===== src/rtl/ysyx_22040759_axi_wslave_pkg.sv =====
// Shared AXI encodings for the write-channel responder: burst types,
// response codes and the write-slave state machine states.
package ysyx_22040759_axi_wslave_pkg;

  typedef enum logic [1:0] {
    BURST_FIXED = 2'b00,
    BURST_INCR  = 2'b01,
    BURST_WRAP  = 2'b10,
    BURST_RSVD  = 2'b11
  } axi_burst_e;

  localparam logic [1:0] RESP_OKAY   = 2'b00;
  localparam logic [1:0] RESP_SLVERR = 2'b10;
  localparam logic [1:0] RESP_DECERR = 2'b11;

  typedef enum logic [1:0] {
    ST_IDLE = 2'b00,
    ST_DATA = 2'b01,
    ST_RESP = 2'b10
  } wslave_state_e;

endpackage


===== src/rtl/ysyx_22040759_axi_addr_gen.sv =====
// Combinational AXI burst next-address generator with a legal-window check
// on the current beat address; shared between write and read responders.
module ysyx_22040759_axi_addr_gen
  import ysyx_22040759_axi_wslave_pkg::*;
#(
  parameter int                ADDR_W    = 32,
  parameter logic [ADDR_W-1:0] ADDR_BASE = 32'h8000_0000,
  parameter logic [ADDR_W-1:0] ADDR_SIZE = 32'h0800_0000
) (
  input  logic [ADDR_W-1:0] cur_addr,
  input  logic [ADDR_W-1:0] start_addr,
  input  logic [2:0]        size,
  input  logic [7:0]        len,
  input  logic [1:0]        burst,
  output logic [ADDR_W-1:0] next_addr,
  output logic              in_range
);

  logic [ADDR_W-1:0] step;
  logic [ADDR_W-1:0] size_mask;
  logic [ADDR_W-1:0] wrap_mask;
  logic [ADDR_W:0]   window_end;

  always_comb begin
    step       = ADDR_W'(1) << size;
    size_mask  = step - ADDR_W'(1);
    // WRAP legality (power-of-two beat count) is enforced upstream, so the
    // wrap container is always a power of two here.
    wrap_mask  = ((ADDR_W'(len) + ADDR_W'(1)) << size) - ADDR_W'(1);
    window_end = {1'b0, ADDR_BASE} + {1'b0, ADDR_SIZE};
    in_range   = ({1'b0, cur_addr} >= {1'b0, ADDR_BASE}) &&
                 ({1'b0, cur_addr} < window_end);

    next_addr = cur_addr;
    case (burst)
      BURST_INCR: next_addr = (cur_addr & ~size_mask) + step;
      BURST_WRAP: next_addr = (start_addr & ~wrap_mask) |
                              ((cur_addr + step) & wrap_mask);
      default:    next_addr = cur_addr;
    endcase
  end

endmodule


===== src/rtl/ysyx_22040759_axi_wslave.sv =====
// AXI4 write-channel responder: accepts one burst at a time, drives a
// single-cycle strobed memory write port per beat and returns a B response.
module ysyx_22040759_axi_wslave
  import ysyx_22040759_axi_wslave_pkg::*;
#(
  parameter int                        AXI_DATA_WIDTH = 64,
  parameter int                        AXI_ADDR_WIDTH = 32,
  parameter int                        AXI_ID_WIDTH   = 4,
  parameter int                        AXI_USER_WIDTH = 1,
  parameter logic [AXI_ADDR_WIDTH-1:0] ADDR_BASE      = 32'h8000_0000,
  parameter logic [AXI_ADDR_WIDTH-1:0] ADDR_SIZE      = 32'h0800_0000
) (
  input  logic                        clk,
  input  logic                        rst,
  input  logic                        axi_aw_valid_i,
  output logic                        axi_aw_ready_o,
  input  logic [AXI_ADDR_WIDTH-1:0]   axi_aw_addr_i,
  input  logic [AXI_ID_WIDTH-1:0]     axi_aw_id_i,
  input  logic [7:0]                  axi_aw_len_i,
  input  logic [2:0]                  axi_aw_size_i,
  input  logic [1:0]                  axi_aw_burst_i,
  input  logic                        axi_w_valid_i,
  output logic                        axi_w_ready_o,
  input  logic [AXI_DATA_WIDTH-1:0]   axi_w_data_i,
  input  logic [AXI_DATA_WIDTH/8-1:0] axi_w_strb_i,
  input  logic                        axi_w_last_i,
  output logic                        axi_b_valid_o,
  input  logic                        axi_b_ready_i,
  output logic [1:0]                  axi_b_resp_o,
  output logic [AXI_ID_WIDTH-1:0]     axi_b_id_o,
  output logic [AXI_USER_WIDTH-1:0]   axi_b_user_o,
  output logic                        mem_wen_o,
  output logic [AXI_ADDR_WIDTH-1:0]   mem_addr_o,
  output logic [AXI_DATA_WIDTH-1:0]   mem_wdata_o,
  output logic [AXI_DATA_WIDTH/8-1:0] mem_wmask_o
);

  localparam int STRB_W   = AXI_DATA_WIDTH / 8;
  localparam int LANE_LSB = $clog2(STRB_W);

  wslave_state_e             state_reg, state_next;
  logic [AXI_ADDR_WIDTH-1:0] start_addr_reg;
  logic [AXI_ADDR_WIDTH-1:0] cur_addr_reg;
  logic [AXI_ID_WIDTH-1:0]   id_reg;
  logic [7:0]                len_reg;
  logic [2:0]                size_reg;
  logic [1:0]                burst_reg;
  logic [8:0]                beat_cnt_reg;
  logic                      err_reg;

  logic                      aw_hs, w_hs, b_hs;
  logic [AXI_ADDR_WIDTH-1:0] next_addr;
  logic                      cur_in_range;
  logic [8:0]                len_ext;
  logic                      err_init;
  logic                      aw_in_range;
  logic [AXI_ADDR_WIDTH-1:0] aw_size_mask;
  logic [AXI_ADDR_WIDTH:0]   window_end;

  ysyx_22040759_axi_addr_gen #(
    .ADDR_W   (AXI_ADDR_WIDTH),
    .ADDR_BASE(ADDR_BASE),
    .ADDR_SIZE(ADDR_SIZE)
  ) u_addr_gen (
    .cur_addr  (cur_addr_reg),
    .start_addr(start_addr_reg),
    .size      (size_reg),
    .len       (len_reg),
    .burst     (burst_reg),
    .next_addr (next_addr),
    .in_range  (cur_in_range)
  );

  // Burst-level errors detectable from AW alone.
  always_comb begin
    window_end   = {1'b0, ADDR_BASE} + {1'b0, ADDR_SIZE};
    aw_in_range  = ({1'b0, axi_aw_addr_i} >= {1'b0, ADDR_BASE}) &&
                   ({1'b0, axi_aw_addr_i} < window_end);
    aw_size_mask = (AXI_ADDR_WIDTH'(1) << axi_aw_size_i) - AXI_ADDR_WIDTH'(1);
    err_init     = (axi_aw_burst_i == BURST_RSVD) ||
                   (axi_aw_size_i > 3'(LANE_LSB)) ||
                   !aw_in_range ||
                   ((axi_aw_burst_i == BURST_WRAP) &&
                    (!(axi_aw_len_i inside {8'd1, 8'd3, 8'd7, 8'd15}) ||
                     ((axi_aw_addr_i & aw_size_mask) != '0)));
  end

  always_ff @(posedge clk) begin
    if (rst) state_reg <= ST_IDLE;
    else     state_reg <= state_next;
  end

  // Ready/valid are gated by rst so a reset asserted mid-burst stops traffic at once.
  always_comb begin
    state_next     = state_reg;
    axi_aw_ready_o = 1'b0;
    axi_w_ready_o  = 1'b0;
    axi_b_valid_o  = 1'b0;
    case (state_reg)
      ST_IDLE: begin
        axi_aw_ready_o = !rst;
        if (axi_aw_valid_i) state_next = ST_DATA;
      end
      ST_DATA: begin
        axi_w_ready_o = !rst;
        if (axi_w_valid_i && axi_w_last_i) state_next = ST_RESP;
      end
      ST_RESP: begin
        axi_b_valid_o = !rst;
        if (axi_b_ready_i) state_next = ST_IDLE;
      end
      default: state_next = ST_IDLE;
    endcase
  end

  assign aw_hs   = axi_aw_valid_i & axi_aw_ready_o;
  assign w_hs    = axi_w_valid_i & axi_w_ready_o;
  assign b_hs    = axi_b_valid_o & axi_b_ready_i;
  assign len_ext = {1'b0, len_reg};

  always_ff @(posedge clk) begin
    if (rst) begin
      start_addr_reg <= '0;
      cur_addr_reg   <= '0;
      id_reg         <= '0;
      len_reg        <= '0;
      size_reg       <= '0;
      burst_reg      <= '0;
      beat_cnt_reg   <= '0;
      err_reg        <= 1'b0;
    end else if (aw_hs) begin
      start_addr_reg <= axi_aw_addr_i;
      cur_addr_reg   <= axi_aw_addr_i;
      id_reg         <= axi_aw_id_i;
      len_reg        <= axi_aw_len_i;
      size_reg       <= axi_aw_size_i;
      burst_reg      <= axi_aw_burst_i;
      beat_cnt_reg   <= '0;
      err_reg        <= err_init;
    end else if (w_hs) begin
      cur_addr_reg <= next_addr;
      if (beat_cnt_reg != 9'h1FF) beat_cnt_reg <= beat_cnt_reg + 9'd1;
      // Out-of-window beat, overrun past len, or early WLAST all poison the burst.
      if (!cur_in_range || (beat_cnt_reg > len_ext) ||
          (axi_w_last_i && (beat_cnt_reg < len_ext)))
        err_reg <= 1'b1;
    end
  end

  assign mem_wen_o    = w_hs && !err_reg && cur_in_range && (beat_cnt_reg <= len_ext);
  assign mem_addr_o   = cur_addr_reg & ~AXI_ADDR_WIDTH'(STRB_W - 1);
  assign mem_wdata_o  = axi_w_data_i;
  assign mem_wmask_o  = axi_w_strb_i;

  assign axi_b_resp_o = err_reg ? RESP_SLVERR : RESP_OKAY;
  assign axi_b_id_o   = id_reg;
  assign axi_b_user_o = '0;

  logic unused_b_hs;
  assign unused_b_hs = b_hs;

endmodule


===== config.mk =====
export PLATFORM = sky130hd
export DESIGN_NAME = ysyx_22040759_axi_wslave
export DESIGN_NICKNAME = d
export VERILOG_FILES = /design/src/rtl/ysyx_22040759_axi_wslave_pkg.sv /design/src/rtl/ysyx_22040759_axi_addr_gen.sv /design/src/rtl/ysyx_22040759_axi_wslave.sv
export SDC_FILE = /design/constraint.sdc
export NUM_CORES = 1
export LEC_CHECK = 0
export BUFFER_PORTS_ARGS = -buffer_cell sky130_fd_sc_hd__buf_2
export CORE_UTILIZATION = 35
export CTS_BUF_LIST = sky130_fd_sc_hd__clkbuf_4
export DETAILED_ROUTE_END_ITERATION = 10
export PLACE_DENSITY = 0.54
export SLEW_MARGIN = 0
export SYNTH_ARGS = -nofsm -noshare
export SYNTH_HDL_FRONTEND = slang
export SYNTH_SLANG_ARGS = --single-unit

===== constraint.sdc =====
create_clock -name clk -period 4.4 [get_ports clk]
set_input_delay 0.44 -clock clk [delete_from_list [all_inputs] [get_ports clk]]
set_output_delay 0.44 -clock clk [all_outputs]
set_load 0.02 [all_outputs]

# --- After elaboration in Yosys (flattened, before gate mapping) ---
# Index checks and enable logic that the tools add are counted.
classes:
  add_sub_neg: 7
  n_lt_le_gt_ge: 8
  eq_ne: 14
  n_shift: 3
  n_mux: 14
  bitwise_logic: 9
  reduce_logical: 30
ops:
  columns: ["operator", "n"]
  rows:
  - ["$and A32 B32 Y32", 4]
  - ["$add A32 B32 Y32", 2]
  - ["$ge A32 B32 Y1 const B", 2]
  - ["$lt A32 B32 Y1 const B", 2]
  - ["$mux W32", 2]
  - ["$not A32 Y32", 2]
  - ["$pmux W32 S2", 1]
  - ["$shl A1 B3 Y32 const A", 2]
  - ["$sub A32 B1 Y32 const B", 2]
  - ["$or A32 B32 Y32", 1]
  - ["$reduce_bool A32 Y1", 1]
  - ["$shl A32 B3 Y32", 1]
  - ["$sub A32 B2 Y32 const B", 1]
  - ["$add A8 B1 Y9 const B", 1]
  - ["$add A9 B1 Y9 const B", 1]
  - ["$gt A9 B8 Y1", 1]
  - ["$le A9 B8 Y1", 1]
  - ["$lt A9 B8 Y1", 1]
  - ["$ne A9 B9 Y1 const B", 1]
  - ["$eq A2 B2 Y1 const B", 4]
  - ["$eq A8 B1 Y1 const B", 1]
  - ["$eq A8 B2 Y1 const B", 1]
  - ["$eq A8 B3 Y1 const B", 1]
  - ["$eq A8 B4 Y1 const B", 1]
  - ["other kinds (17)", 48]
word_totals:
  register_bits: 93
  in_bits: 127
  out_inout_bits: 115
  word_cells: 94

# --- Depth between registers and ports, before layout ---
# Gate-level depths: netlist of the first run.
logic_depth:
  depth_word: 9
  mapped_depth: 17

# --- Hierarchy ---
# A second synthesis of the first run with hierarchy kept.
hier_totals:
  cells_unflattened: 1167
  hier_area_um2: 8670.8
modules_own_cells:
  columns: ["module", "n_inst", "cells_per_inst", "area_per_inst_um2"]
  rows:
  - ["ysyx_22040759_axi_wslave", 1, 553, 4730.8]
  - ["ysyx_22040759_axi_addr_gen", 1, 614, 3940.0]

# --- Worst setup path after synthesis of the first run ---
# Ideal clock, no wire load.
synth_path:
  path_kind: "register to register"
  start: "register size_reg[0]"
  end: "register cur_addr_reg[31]"
  arrival_time_ns: 3.058
  required_time_ns: 4.268
  setup_slack_ns: 1.210
  path_stages_with_launch: 15
  synth_period_minus_slack_ns: 3.190
  path_cell_list: "dfxtp_1 > inv_1 > clkbuf_1 > nor3_1 > inv_1 > ha_1 > and2_1 > ha_1 > and3_1 > a22o_1 > a31o_2 > and4_1 > or2_2 > a31oi_1 > o22ai_1"
synth_between:
  elab_chain_len: 8
  elab_cells_between_ends: 15
  cone_classes: "add/sub: 4; shift: 2; mux: 3; bitwise: 6"
synth_lines:
  columns: ["item", "line", "rtl"]
  rows:
  - ["from (decl)", "ysyx_22040759_axi_wslave.sv:46", "logic [2:0] size_reg;"]
  - ["from (signal assigned)", "ysyx_22040759_axi_wslave.sv:136", "size_reg <= axi_aw_size_i;"]
  - ["$shl A1 B3 Y32 or $shl A32 B3 Y32 (tied branches)", "ysyx_22040759_axi_addr_gen.sv:25, ysyx_22040759_axi_addr_gen.sv:29", null]
  - ["$sub A32 B1 Y32 (on tied branches)", "ysyx_22040759_axi_addr_gen.sv:26, ysyx_22040759_axi_addr_gen.sv:29", null]
  - ["$not A32 Y32 (on tied branches)", "ysyx_22040759_axi_addr_gen.sv:36, ysyx_22040759_axi_addr_gen.sv:37", null]
  - ["$and A32 B32 Y32 (on tied branches)", "ysyx_22040759_axi_addr_gen.sv:36, ysyx_22040759_axi_addr_gen.sv:37", null]
  - ["$add A32 B32 Y32 or $or A32 B32 Y32 (tied branches)", "ysyx_22040759_axi_addr_gen.sv:36, ysyx_22040759_axi_addr_gen.sv:37", null]
  - ["$pmux W32 S2 (*)", "ysyx_22040759_axi_addr_gen.sv:35", "case (burst)"]
  - ["$mux W32 (*)", "ysyx_22040759_axi_wslave.sv:140", "end else if (w_hs) begin"]
  - ["$mux W32 (*)", "ysyx_22040759_axi_wslave.sv:131", "end else if (aw_hs) begin"]
  - ["to (signal assigned)", "ysyx_22040759_axi_wslave.sv:133", "cur_addr_reg <= axi_aw_addr_i;"]
  - ["to (signal assigned)", "ysyx_22040759_axi_wslave.sv:141", "cur_addr_reg <= next_addr;"]
  - ["to (decl)", "ysyx_22040759_axi_wslave.sv:43", "logic [AXI_ADDR_WIDTH-1:0] cur_addr_reg;"]
# Mark *: on every way between the ends. The rest lies on a longest branch, timed or not. The select of a mux whose other input is x is not followed.
# A chain may end at the register's enable or synchronous reset.

# --- Worst setup path in the final report of the first run ---
layout_path:
  start: "register size_reg[0]"
  end: "register cur_addr_reg[20]"
# Same word-level chain as after synthesis.

==> results.yml, run 1 <==
yosys:
  netlist-cell-type-count: 91
  async_flop_share: 0
  syn-cell-area_sq_um: 8530
  synthCells: 1113
  yosys_warnings: 0
  avgSynthCellArea_sq_um: 7.67
  synth-edff-count: 0
  ys_seq_area_frac: 0.218
  ys.flop_type: "dfxtp_1"
  synth-seq-cells: 93
drt:
  drt_iter0_drc: 547
  num_vias: 7967
  drc: 0
  ant_nets: 0
  viasPerCell: 5.74
  wl_mm: 26.9
  avgRoutedWirePerCell_um: 19.4
  first_pass_iters: 5
placed_design:
  numPortBuffers: 92
  place_congestion: 0.905
  dpl.cell_count: 1369
  place_hpwl_mm: 19.8
timing:
  rsz0062_at_grt: "no"
  worst_slew_pin_slew_ps: 947
  fin_tns_setup_ps: 0
  timing.hold.ws_ps: 108
  maxSlewViolCount: 0
  setup_violations: 0
  min_period_over_period: 0.887
  hold_viol: 0
  clock-skew-final_ps: 20.3
  fin_crit_ps: 3900
  relSlewSlack: 0.368
  fmax_ghz: 0.256
cts:
  cts_resized: 0
  clkSinkCount: 93
  path_clk_slew_ps: 170
  cts_tree: "done"
  cts-root-buf: "clkbuf_4"
  htreeDepth: 3
  ctsHoldBuffers: 0
  clk_path_buf_depth: 2
  cts_buffers: 9
  post_cts_buffers: 0
  clk_latency_ps: 500
layout:
  nFillCells: 2587
  final_cells: 1387
  regArea_sq_um: 1860
  drive_gt1_frac: 0.157
  multi_input_area_sq_um: 5460
  finalCoreUtilization: 0.363
  area_growth_pct: 0.704
  nets: 1218
die:
  die_y_um: 158
  initial_core_util: 0.360
  die_w_um: 158
  core_area_sq_um: 23700
  io_pins: 242
  dieArea_sq_um: 25000
  num_rows: 56
global_route:
  grt_pass1_vias: 7458
  track_usage: 0.219
  gr-total-overflow: 0
  grt_pass1_wl_mm: 42.1
  antenna_found_initial: 3
  grt_max_degree: 69
pwr:
  sw_frac_of_total: 0.395
  max-vdd-ir-drop_v: 0.000116
  p_leak_nw: 3.33
  p_seq_frac: 0.428
  pwr-share-clk: 0.240
  power_mw: 2.27
  p_switching_uw: 895
  internal_power_mw: 1.37
  power_frac_comb: 0.331
  power_density_nw_per_um2: 264
run_status:
  status: "finished clean"
setup_path:
  crit_path_end_kind: "flip-flop"
  worstSetupStartpointType: "flip-flop"
  cp_max_fo: 9
  setup.worst_path.start: "size_reg[0]"
  r2r-start: "size_reg[0]"
  worstPathArrival_ps: 4310
  cp.required_ps: 4800
  worstSetupPathType: "reg2reg"
  crit_chain: "nor2_1 > nand2_1 > inv_1 > ha_1 > inv_1 > fa_1 > nor2b_1 > o21ai_0 > a21boi_0 > o311a_1 > o211ai_1 > xnor2_1 > nor4_1 > a21oi_1 > a31o_1"
  cpMaxStageDelayCell: "o311a_1"
  crit_top_cell: "inv_1"
  crit_path_max_incr_delay_ps: 480
min_path:
  hp-class: "in2reg"
  hold_start: "axi_aw_id_i[2]"
run:
  maxCapViolCount: 0
-- synth_stat cells, types with 10 or more instances --
cell type	n	area (sq um)
and3_1	17	106
mux2i_1	18	180
nor2b_1	15	93.8
buf_2	10	50.1
o211ai_1	14	105
o21a_1	14	105
ha_1	29	363
a22o_1	28	245
nand3_1	23	115
a211oi_1	12	90.1
o21ai_0	49	245
nand2b_1	16	100
nand4_1	14	87.6
nor4_1	12	75.1
nor3_1	24	120
dfxtp_1	93	1860
nor2_1	85	319
a21oi_1	60	300
nand3b_1	12	90.1
nand2_1	118	443
a22oi_1	19	143
clkbuf_1	48	180
and2_1	12	75.1
xor2_1	26	228
o31ai_1	11	82.6
buf_4	111	833
xnor2_1	37	324
inv_1	27	101
-- per-stage QoR --
step                      area, sq um  worst slack [ps]
final                            8590               498
after global routing             8590               201
after CTS                        8590               548
after detailed placement         8430               567
after global placement           8430               561
after floorplan                  8550              1210
-- worst max-delay path, delay by kind of cell (launching register included) --
family / cells / cell delay [ps]
AO/OA/AOI/OAI: 6 / 1420
AND/OR/NAND/NOR: 4 / 910
adder cells (fa/ha/maj): 2 / 690
flip-flops: 1 / 380
buffers and inverters: 2 / 260
XOR/XNOR: 1 / 170
-- cells in the final DEF, fill, tap and decap left out, drive strengths merged, types with 28 or more instances in the layout --
| master | Yosys | layout |
|---|---|---|
| nand2 | 118 | 118 |
| buf | 130 | 111 |
| dfxtp | 93 | 93 |
| nor2 | 87 | 87 |
| a21oi | 60 | 60 |
| o21ai | 54 | 54 |
| xnor2 | 37 | 37 |
| ha | 29 | 29 |
| inv | 27 | 29 |
| a22o | 28 | 28 |
-- path summary, 6_finish.rpt --
path / endpoint / slack [ps] / depth (start not counted)
worst max-delay path: cur_addr_reg[20] / 500 / 15
worst max register to register: cur_addr_reg[20] / 500 / 15
worst min-delay path: axi_b_id_o[2] / 110 / 3
worst min register to register: start_addr_reg[19] / 460 / 2
-- layer usage --
layer | global-route usage | vias to the layer above | share of wire
met2 | 0.349 | 302 | 0.46
met1 | 0.293 | 3802 | 0.46
met3 | 0.0509 | 39 | 0.071
met4 | 0.0586 | 0 | 0.016
met5 | 0 | - | 0
li1 | - | 3824 | -
-- cell families after synthesis --
kind of cell	after synthesis	share of synthesized area
AOI/OAI and AO/OA	303	0.257
xor gates and xnor gates	63	0.0647
adders and majority gates	30	0.0449
buffers and inverters	205	0.145
DFF	93	0.218
muxes	25	0.0317
other	1	0.000439
and+or+nand+nor	393	0.238
-- layout make-up --
type                    instances  area share
clock inverters                 7      0.0108
well taps                     319      0.0464
clock buffers                   9     0.00786
flip-flops and latches         93       0.217
repair buffers                111      0.0702
multi-input cells             819       0.636
inverters                      27      0.0118
diodes                          2    0.000582
-- power groups by stage --
stage,Clock (mW),Combinational [mW],Sequential [mW]
after global placement,0,0.741,0.988
final,0.545,0.751,0.971
after floorplan,0,0.677,0.958
after global routing,0.601,0.823,0.981
after CTS,0.570,0.749,0.970
after detailed placement,0,0.745,0.987
(Power assumes the default switching activity.)
==> run 2, diff against run 1 <==
--- a/config.mk
+++ b/config.mk
@@ -13,4 +13,5 @@
 export SLEW_MARGIN = 0
 export SYNTH_ARGS = -nofsm -noshare
 export SYNTH_HDL_FRONTEND = slang
+export SYNTH_HIERARCHICAL = 1
 export SYNTH_SLANG_ARGS = --single-unit
==> run 2 against run 1 <==
Non-clock buffer count decreased by 1. Sequential share of layout area decreased by 0.17 points. Largest power group unchanged. Flip-flop and latch count unchanged. Critical path depth increased by 3. Die area increased by 1.6%. Cell count increased by 3.6%. Maximum frequency decreased by 2.9%. Hold slack got worse by 6.1 ps. First-iteration DRC count increased by 4.0%. Count of clock-buffer cells in the layout unchanged. Synthesized cell count increased by 4.9%. Utilization decreased by 0.67 points. Critical endpoint is now cur_addr_reg[30].
==> results.yml, run 2 <==
run_status:
  status: "finished clean"
layout:
  regArea_sq_um: 1860
  nets: 1262
  drive_gt1_frac: 0.170
  area_growth_pct: -0.0866
  final_cells: 1437
  multi_input_area_sq_um: 5490
  layout_common_cells: "nand2_1, dfxtp_1, buf_2"
  nFillCells: 2610
  layout_commonest_cell: "nand2_1"
drt:
  ant_nets: 0
  wl_mm: 26.1
  viasPerCell: 5.59
  drt_iter0_drc: 569
  num_vias: 8031
  drc: 0
  avgRoutedWirePerCell_um: 18.1
  first_pass_iters: 5
die:
  dieArea_sq_um: 25400
  io_pins: 242
  num_rows: 57
  initial_core_util: 0.357
  die_y_um: 159
  die_w_um: 159
  core_area_sq_um: 24300
min_path:
  hold_start: "axi_aw_id_i[2]"
  hp-class: "in2reg"
  hold_depth: 3
  hold_end: "axi_b_id_o[2]"
cts:
  cts_tree: "done"
  clk_path_buf_depth: 2
  cts-root-buf: "clkbuf_4"
  cts_buffers: 9
  post_cts_buffers: 0
  path_clk_slew_ps: 160
  htreeDepth: 3
  clkSinkCount: 93
  clk_latency_ps: 510
  ctsHoldBuffers: 0
  cts_resized: 0
yosys:
  ys_seq_area_frac: 0.215
  synth-edff-count: 0
  synthCells: 1167
  yosysMostFrequentCell: "nand2_1"
  yosysTopAreaCell: "dfxtp_1"
  ys.flop_type: "dfxtp_1"
  synth.area.top_cells: "dfxtp_1, buf_4, nand2_1, a21oi_1, ha_1"
  netlist-cell-type-count: 92
  synth_commonest_cells: "nand2_1, buf_4, dfxtp_1"
  synth.top_cell.area_share: 0.215
  synth-seq-cells: 93
  yosys_warnings: 6
  async_flop_share: 0
  syn-cell-area_sq_um: 8670
  avgSynthCellArea_sq_um: 7.43
setup_path:
  cpLargestDelayFamily: "simple AND/OR/NAND/NOR gates"
  worstSetupStartpointType: "flip-flop"
  crit_path_max_incr_delay_ps: 470
  r2r-start: "size_reg[1]"
  cp.required_ps: 4840
  cpMaxStageDelayCell: "dfxtp_1"
  worst_r2r_endpoint: "cur_addr_reg[30]"
  r2r_setup_slack_ps: 380
  worstPathArrival_ps: 4460
  cp_max_fo: 13
  crit_chain: "nor2_1 > inv_1 > nor2_1 > ha_1 > inv_1 > fa_1 > and4b_1 > o21a_1 > nor3_1 > nor2_1 > nand2_1 > nor2_1 > xor2_1 > nor3_1 > o31ai_1 > mux2_2 > nand2_1 > a21oi_1"
  crit_path_end_kind: "flip-flop"
  r2r.worst_path.cells: 18
  cp_num_buf_inv: 2
  crit_top_cell: "nor2_1"
  worstSetupPathType: "reg2reg"
pwr:
  power_density_nw_per_um2: 260
  p_leak_nw: 3.50
  max-vdd-ir-drop_v: 0.000136
timing:
  worst_slew_pin_slew_ps: 1160
  min_period_over_period: 0.913
  setup_violations: 0
  fin_crit_ps: 4020
  clock-skew-final_ps: 18.4
  fin_tns_setup_ps: 0
  maxSlewViolCount: 0
  rsz0062_at_grt: "no"
  hold_viol: 0
  relSlewSlack: 0.226
  fmax_ghz: 0.249
placed_design:
  place_hpwl_mm: 19.1
  dpl.cell_count: 1420
  numPortBuffers: 92
  place_congestion: 0.901
global_route:
  gr-total-overflow: 0
  track_usage: 0.206
  grt_pass1_vias: 7632
  antenna_found_initial: 1
  grt_max_degree: 57
  grt_pass1_wl_mm: 42.0
run:
  maxCapViolCount: 0
-- run 2: changes by cell type in the layout (fill, tap and decap cells not counted), sizes merged, moves of 7 or more --
cell    delta
mux2      +20
a21o       +8
nand2b     -8
nor2b     -10
mux2i      -7
inv        +8
and3      -10
o31ai     +17
nand2     +62
nor2      -13
a22o      -16
a21oi      +8
nand3b    +26
xnor2     -12
-- run 2: through the flow --
stage               instance area (sq um)  hold WS (ps)  setup WS [ps]  utilization  total power, mW
floorplan                            8690           423            979            -             1.61
global route                         8660          95.8           42.9        0.356             2.38
detailed placement                   8490           452            476        0.349             1.69
global placement                     8490           444            643        0.349             1.68
CTS                                  8660          79.8            448        0.356             2.27
finish                               8660           102            382        0.356             2.25
-- run 2: worst max-delay path by stage --
stage,from,to,cells past startpoint
3_5_place_dp,size_reg[1],cur_addr_reg[30],18
4_1_cts,size_reg[2],cur_addr_reg[30],18
3_3_place_gp,size_reg[2],cur_addr_reg[20],18
2_1_floorplan,size_reg[0],cur_addr_reg[28],20
5_1_grt,size_reg[1],cur_addr_reg[22],18
6_report,size_reg[1],cur_addr_reg[30],18
-- run 2: kinds of logic (layout without fill, tap and decap cells) --
family          Yosys count  after routing  share of synthesized area
simple gates            451            451                      0.264
compound gates          285            285                      0.227
buf+inv                 222            163                      0.156
flops                    93             93                      0.215
xor+xnor                 49             49                     0.0495
mux                      37             37                     0.0465
fa+ha+maj                29             29                     0.0424
other cells               1              6                   0.000432
-- run 2: per-layer routing --
layer,global-route usage,vias up,wire [um]
met5,0,-,0
met4,0.0730,0,471
met3,0.0242,38,1320
met2,0.315,228,11300
met1,0.295,3825,13000
li1,-,3940,-
-- run 2: power by group --
part           leakage [nW]  switching [mW]  internal (mW)
Combinational          2.65           0.424          0.267
Sequential            0.762          0.0848          0.900
Clock                0.0865           0.342          0.233
Total                  3.50           0.851           1.40
-- run 2: area by class of cell --
| class | instances | share of cell area |
|---|---|---|
| Antenna cell | 1 | 0.000289 |
| Clock buffer | 9 | 0.00780 |
| Clock inverter | 7 | 0.0114 |
| Inverter | 37 | 0.0160 |
| Multi-Input combinational cell | 856 | 0.634 |
| Sequential cell | 93 | 0.215 |
| Tap cell | 324 | 0.0468 |
| Timing Repair Buffer | 110 | 0.0687 |
-- run 2: tightest hold or removal path: cells and delay by family --
| family | cells | cell delay (ps) |
|---|---|---|
| buffers and inverters | 1 | 70 |
| and+or+nand+nor | 2 | 80 |
